File: src/rtl/hilo_div_ctrl.sv
// EX-stage sequencer for DIV/DIVU. Captures operands, pulses the divider
// start, stalls EX while the divider iterates, then commits {rem, quo} into
// the HI/LO pair it owns. Also services HI/LO writes from the non-divide
// path and drains a killed divide so its result never reaches HI/LO.
module hilo_div_ctrl #(
  parameter int DATA_W = 32
) (
  input  logic                  clk,
  input  logic                  rst,
  input  logic                  ex_div_req,
  input  logic                  ex_div_sign,
  input  logic [DATA_W-1:0]     ex_a,
  input  logic [DATA_W-1:0]     ex_b,
  input  logic                  ex_hold,
  input  logic                  flush,
  input  logic [1:0]            hilo_we,
  input  logic [2*DATA_W-1:0]   hilo_wdata,
  output logic                  div_start,
  output logic                  div_sign,
  output logic [DATA_W-1:0]     div_a,
  output logic [DATA_W-1:0]     div_b,
  input  logic                  div_busy,
  input  logic [2*DATA_W-1:0]   div_result,
  output logic                  stall_ex,
  output logic [DATA_W-1:0]     hi,
  output logic [DATA_W-1:0]     lo
);

  typedef enum logic [2:0] {
    S_IDLE,
    S_START,
    S_BUSY,
    S_DONE,
    S_DRAIN
  } state_t;

  state_t              state_q, state_d;
  logic                start_q, start_d;
  logic                sign_q, sign_d;
  logic [DATA_W-1:0]   a_q, a_d;
  logic [DATA_W-1:0]   b_q, b_d;
  logic [DATA_W-1:0]   hi_q, hi_d;
  logic [DATA_W-1:0]   lo_q, lo_d;
  logic                armed_q, armed_d;
  logic                div_wr;

  // Next-state, operand capture, HI/LO write arbitration and EX stall.
  always_comb begin
    state_d  = state_q;
    start_d  = 1'b0;
    sign_d   = sign_q;
    a_d      = a_q;
    b_d      = b_q;
    armed_d  = armed_q;
    div_wr   = 1'b0;
    stall_ex = 1'b0;

    case (state_q)
      S_IDLE: begin
        stall_ex = ex_div_req & ~flush;
        if (ex_div_req && !flush) begin
          a_d     = ex_a;
          b_d     = ex_b;
          sign_d  = ex_div_sign;
          start_d = 1'b1;
          state_d = S_START;
        end
      end
      S_START: begin
        stall_ex = 1'b1;
        // The divider accepts the start at this edge regardless of flush,
        // so a killed op must first see busy rise before it can drain.
        armed_d  = 1'b0;
        state_d  = flush ? S_DRAIN : S_BUSY;
      end
      S_BUSY: begin
        stall_ex = 1'b1;
        if (flush) begin
          armed_d = 1'b1;
          state_d = S_DRAIN;
        end else if (!div_busy) begin
          div_wr  = 1'b1;
          state_d = S_DONE;
        end
      end
      S_DONE: begin
        // Same instruction still sits in EX; its request is not a new divide.
        if (flush || !ex_hold) state_d = S_IDLE;
      end
      S_DRAIN: begin
        stall_ex = ex_div_req;
        armed_d  = armed_q | div_busy;
        if (armed_q && !div_busy) state_d = S_IDLE;
      end
      default: state_d = S_IDLE;
    endcase

    // Divide commit is the younger instruction, so it wins over hilo_we.
    hi_d = hi_q;
    lo_d = lo_q;
    if (div_wr) begin
      hi_d = div_result[2*DATA_W-1:DATA_W];
      lo_d = div_result[DATA_W-1:0];
    end else begin
      if (hilo_we[1]) hi_d = hilo_wdata[2*DATA_W-1:DATA_W];
      if (hilo_we[0]) lo_d = hilo_wdata[DATA_W-1:0];
    end
  end

  // State and output registers; the divider shares this reset.
  always_ff @(posedge clk or posedge rst) begin
    if (rst) begin
      state_q <= S_IDLE;
      start_q <= 1'b0;
      sign_q  <= 1'b0;
      a_q     <= '0;
      b_q     <= '0;
      hi_q    <= '0;
      lo_q    <= '0;
      armed_q <= 1'b0;
    end else begin
      state_q <= state_d;
      start_q <= start_d;
      sign_q  <= sign_d;
      a_q     <= a_d;
      b_q     <= b_d;
      hi_q    <= hi_d;
      lo_q    <= lo_d;
      armed_q <= armed_d;
    end
  end

  assign div_start = start_q;
  assign div_sign  = sign_q;
  assign div_a     = a_q;
  assign div_b     = b_q;
  assign hi        = hi_q;
  assign lo        = lo_q;

endmodule

File: config.mk
export PLATFORM = sky130hd
export DESIGN_NAME = hilo_div_ctrl
export DESIGN_NICKNAME = d
export VERILOG_FILES = /design/src/rtl/hilo_div_ctrl.sv
export SDC_FILE = /design/constraint.sdc
export NUM_CORES = 1
export LEC_CHECK = 0
export CAP_MARGIN = 20
export CORE_UTILIZATION = 36
export CTS_CLUSTER_DIAMETER = 50
export DETAILED_ROUTE_END_ITERATION = 10
export HOLD_SLACK_MARGIN = 0.15
export PLACE_DENSITY = 0.78
export RECOVER_POWER = 50
export SYNTH_ARGS = -nofsm -noshare
export SYNTH_HDL_FRONTEND = slang
export SYNTH_SLANG_ARGS = --single-unit
File: constraint.sdc
create_clock -name clk -period 4.16 [get_ports clk]
set_input_delay 0.624 -clock clk [delete_from_list [all_inputs] [get_ports clk]]
set_output_delay 0.624 -clock clk [all_outputs]
set_load 0.1 [all_outputs]
==> results of run 1 <==
-- cell type report --
type / count / share of cell area [%]
Timing Repair Buffer: 336 / 33.4
Sequential cell: 134 / 33.2
Multi-Input combinational cell: 218 / 24.8
Clock buffer: 17 / 4.22
Tap cell: 220 / 2.73
Clock inverter: 15 / 1.54
Inverter: 3 / 0.124
-- logic make-up after synthesis --
logic type,after synthesis,share of synthesized area (%)
compound gates,8,0.803
xor+xnor,1,0.140
buf+inv,28,3.49
flops,134,53.8
mux,193,40.1
simple gates,16,1.67
-- final timing paths --
path                            slack (ns)               endpoint                   start
worst max-delay path                  1.06  div_a[29]$_DFFE_PP0P_                   flush
worst min-delay path                  0.50  div_a[12]$_DFFE_PP0P_   div_a[12]$_DFFE_PP0P_
worst max register to register        1.30  div_a[29]$_DFFE_PP0P_  state_q[0]$_DFFE_PP0P_
worst min register to register        0.50  div_a[12]$_DFFE_PP0P_   div_a[12]$_DFFE_PP0P_
max in group asynchronous             2.29     hi[13]$_DFFE_PP0P_                     rst
min in group asynchronous             0.90      lo[8]$_DFFE_PP0P_                     rst
-- per-stage QoR --
stage	std cells	setup slack, ns	total power [mW]	instance area (µm²)	utilization, %
floorplan	380	1.33	6.00	6240	-
global placement	911	1.48	7.20	9700	57.9
detailed placement	911	1.42	7.27	9700	57.9
CTS	943	1.56	8.79	10300	61.3
global route	943	0.948	8.94	10100	60.2
finish	943	1.06	8.67	10100	60.2
-- routing by layer --
| layer | GRT usage (%) | part of all wire, % | vias up |
|---|---|---|---|
| li1 | - | - | 2019 |
| met4 | 9.41 | 3.4 | 0 |
| met2 | 36.1 | 53 | 212 |
| met3 | 5.18 | 6.4 | 44 |
| met1 | 21.3 | 37 | 2172 |
| met5 | 0 | 0 | - |
-- flip-flops by register name, summed over array words and instances (netlist names) --
signal / cells
div_start: 1
lo: 32
div_b: 32
div_a: 32
armed_q: 1
state_q: 3
div_sign: 1
hi: 32
-- Yosys cell counts (all sizes together) (2+ instances only) --
master / number
inv: 3
nor2b: 2
clkbuf: 2
o21ai: 2
dfrtp: 134
nand2: 3
nand3: 3
mux2: 193
buf: 23
nor2: 4
-- power groups by stage --
stage	logic (mW)	clock network [mW]	registers, mW
2_1_floorplan	0.939	0	5.07
3_3_place_gp	5.19	0	2.01
3_5_place_dp	5.24	0	2.03
4_1_cts	5.25	1.52	2.02
5_1_grt	5.30	1.58	2.07
6_report	5.17	1.48	2.01
==> metrics, run 1 <==
status=finished with violations; violated checks=capacitance limit, slew limit; Comb power frac=59.7%; Post-Synthesis Cell Area=6240 µm²; Final nets=911; Global Route Usage Sum=19.8%; number of cells on the critical path=5; crit path max fanout=66; CP bufs+invs=2; most frequent cells in the layout=327 x clkdlybuf4s50_1, 134 x dfrtp_1, 105 x mux2_2; Startpoint Class=primary input; Async SR Flop Fraction=100%; Setup Skew=0.00583 ns; global-route wire length before repair=27000 µm; Setup Buffers After CTS=0; dpl hpwl=12900 µm; Final Slew Violations=67; clock latency on the worst-skew pair=0.42 ns; DRC Markers=0; syn_nets=581; VDD IR max=0.670 mV; Worst-Margin Slew=2.05 ns; FF+latch count, synth=134; fin crit share=74.5%; Max Freq=0.323 GHz; clk buf depth=2; Vias=4447; CP arrival=3.39 ns; Reg power frac=23.2%; CTS Buf Count=17; TritonCTS clock tree=built; Final min period=3.10 ns; Crit-path slowest cell=clkbuf_2; top post-synthesis cells by area=dfrtp_1 54%, mux2_4 21%, mux2_2 19%; Starting DRT DRC Count=93; Worst Hold Class=flop to flop; total global routing overflow=0; Data required, critical path=4.45 ns; diode count=0; largest net degree at the start of global routing=82; Switching Share=53.5%; share of cells above drive strength 1=26.3%; Slew HR=-36.9%; Routed WL=17200 µm; Core Region=16800 µm²; Antenna Nets Post-Route=0; register area share after synthesis=53.8%; Filler cells=1353; clock sinks=134; count of buffers from port buffering=331; Worst Setup Path Type=primary input to flop; 1st-pass router iterations=5; Primary FF master, synth=dfrtp_1; synthesized netlist cell count=380; post-synth top area cell=dfrtp_1; H-tree depth=4; NetSw=4.64 mW; vias in the first global route=4996; Multi-input gate area=2500 µm²; Post-CTS Hold Buffers=0; Die ar.=17900 µm²; RSZ-0062 raised after global routing=no; die height=134 µm; mean post-synth cell area=16.4 µm²; number of synthesized flops with an enable pin=0; max_cap viols=1; Cell Int Power=4.03 mW; crit end category=flop; synthesis-to-finish area growth=61.8%; LEAKAGE=4.25 nW; Clk pwr share=17.1%; setup TNS=0 ns; initial core utilization=37.2%; Synth cell types=27; commonest non-fill, non-tap cell in the layout=clkdlybuf4s50_1; chip width=134 µm; top-area cell type share of the netlist area=53.8%; Hold WS=0.503 ns; Register Area=3350 µm²; Final setup violation count=0; gpl congestion=0.774; FF-to-FF path depth=4; Critical Path Max Stage Delay=1.43 ns; vias per inst=4.72; PD cells=859 nW/µm²; Core Rows=47; CP top delay family=buffers and inverters; Clk Tree Root Cell=clkbuf_16; critical-path cell list=dlygate4sd3_1 -> nor2_1 -> nand3_4 -> clkbuf_2 -> mux2_2; Post-CTS Resized=0; Hold Path Depth=1; clock slew at reported path FFs=0.06 ns; YS warnings=0; WL/cell=18.3 µm; initial antenna violation count=0; Ports=332; Final Hold Fails=0
Power figures use the tool's default switching activity.
==> run 2: changes to the inputs <==
CORE_AREA = 2 2 128 130   (was default)
CORE_UTILIZATION = default   (was 36)
DIE_AREA = 0 0 130 132   (was default)
PLACE_DENSITY = 0.81   (was 0.78)
clock period = 3 ns   (was 4.16 ns; I/O delays follow)
==> metrics, run 2 (synthesis gave the netlist of run 1 again) <==
Starting DRT DRC Count=135; Core Region=15700 µm²; Data required, critical path=2.55 ns; commonest non-fill, non-tap cell in the layout=clkdlybuf4s50_1; WL/cell=18.3 µm; Max Freq=0.424 GHz; initial core utilization=39.7%; fin crit share=78.6%; Core Util, Final=62.4%; critical-path cell list=nor2_1 -> nand2_1 -> o22ai_1 -> buf_4; die height=132 µm; Crit-path slowest cell=dfrtp_1; VDD IR max=1.14 mV; vias in the first global route=4893; Final Slew Violations=0; status=finished, final reports clean; Worst-Margin Slew=1.26 ns; Final min period=2.36 ns; Tot Pwr=11.9 mW; Final nets=915; clk buf depth=2; Die ar.=17200 µm²; placed cell areas=9410 µm²; gpl congestion=0.781; DRC Markers=0; Post-CTS Resized=0; dpl hpwl=13100 µm; RSZ-0062 raised after global routing=no; Vias=4467; Ports=332; crit path max fanout=9; Final Cell Area=9810 µm²; PD cells=1220 nW/µm²; clock slew at reported path FFs=0.06 ns; Slew HR=16.2%; Filler cells=1253; Worst Hold Class=flop to flop; global-route wire length before repair=26100 µm; setup TNS=0 ns; Setup Skew=0.00511 ns; Core Rows=46; 1st-pass router iterations=5; Critical Path Max Stage Delay=0.50 ns; Worst Setup Path Type=flop to primary output; Clk Tree Root Cell=clkbuf_16; Startpoint Class=flop; share of cells above drive strength 1=42.3%; Antenna Nets Post-Route=0; LEAKAGE=4.45 nW; crit end category=primary output; synthesis-to-finish area growth=57.2%; largest net degree at the start of global routing=73; CP arrival=1.91 ns; chip width=130 µm; vias per inst=4.74; total global routing overflow=0; Final setup violation count=0; clock latency on the worst-skew pair=0.41 ns; max_cap viols=0; initial antenna violation count=1; count of buffers from port buffering=331; Final Hold Fails=0; Setup Buffers After CTS=0; most frequent cells in the layout=197 x clkdlybuf4s50_1, 134 x dfrtp_1, 105 x mux2_2; H-tree depth=4; CTS Buf Count=17; Routed WL=17300 µm; clock sinks=134; Global Route Usage Sum=20.1%; TritonCTS clock tree=built; Post-CTS Hold Buffers=0
-- run 2: cell count changes in the layout (fill, tap and decap cells not counted), moves of 3 or more --
cell	previous run	this run
mux2_4	43	88
bufinv_16	1	5
inv_6	6	3
inv_8	3	0
mux2_1	45	0
clkinv_4	1	5
clkinvlp_4	4	0
buf_4	3	74
clkbuf_1	0	62
clkdlybuf4s50_1	327	197
-- run 2: metal layers --
layer  part of all wire (%)  global-route usage [%]
met1                     36                    21.0
met2                     51                    34.9
met3                    8.9                    8.20
met4                    3.5                    8.84
met5                      0                       0
-- run 2: metrics by stage --
stage               worst slack (ns)  std cells  hold WS, ns
global placement               0.685        911        0.492
global route                   0.533        943        0.516
detailed placement             0.647        911        0.493
floorplan                      0.431        380        0.518
CTS                            0.795        942        0.408
finish                         0.641        943        0.506
-- run 2: layout make-up --
| type | instances | area [µm²] | share of cell area (%) |
|---|---|---|---|
| antenna | 1 | 2.50 | 0.0255 |
| multi-input combinational | 218 | 2670 | 27.2 |
| timing repair buffer | 340 | 2840 | 28.9 |
| inverter | 3 | 12.5 | 0.128 |
| sequential | 134 | 3350 | 34.2 |
| clock buffer | 18 | 439 | 4.48 |
| clock inverter | 13 | 220 | 2.25 |
| tap | 216 | 270 | 2.76 |
-- run 2: where the power goes --
group          internal, mW  switching, mW  leakage (nW)  total [mW]
registers              2.41          0.376          1.58        2.79
clock network          1.51          0.805         0.322        2.31
logic                  1.65           5.19          2.56        6.84
-- run 2: path summary, 6_finish.rpt --
path / from / endpoint / slack, ns / cells past startpoint
max: state_q[1]$_DFFE_PP0P_ / stall_ex / 0.64 / 4
min: div_a[27]$_DFFE_PP0P_ / div_a[27]$_DFFE_PP0P_ / 0.51 / 1
max reg2reg: state_q[1]$_DFFE_PP0P_ / div_a[6]$_DFFE_PP0P_ / 1.00 / 4
min reg2reg: div_a[27]$_DFFE_PP0P_ / div_a[27]$_DFFE_PP0P_ / 0.51 / 1
max in group asynchronous: rst / hi[31]$_DFFE_PP0P_ / 0.86 / 3
min in group asynchronous: rst / lo[8]$_DFFE_PP0P_ / 0.62 / 2
-- run 2: worst max-delay path: cells and delay by family, from the launching register on --
family | cells | cell delay (ns)
compound gates | 1 | 0.20
buf+inv | 1 | 0.33
flops | 1 | 0.50
simple gates | 2 | 0.46
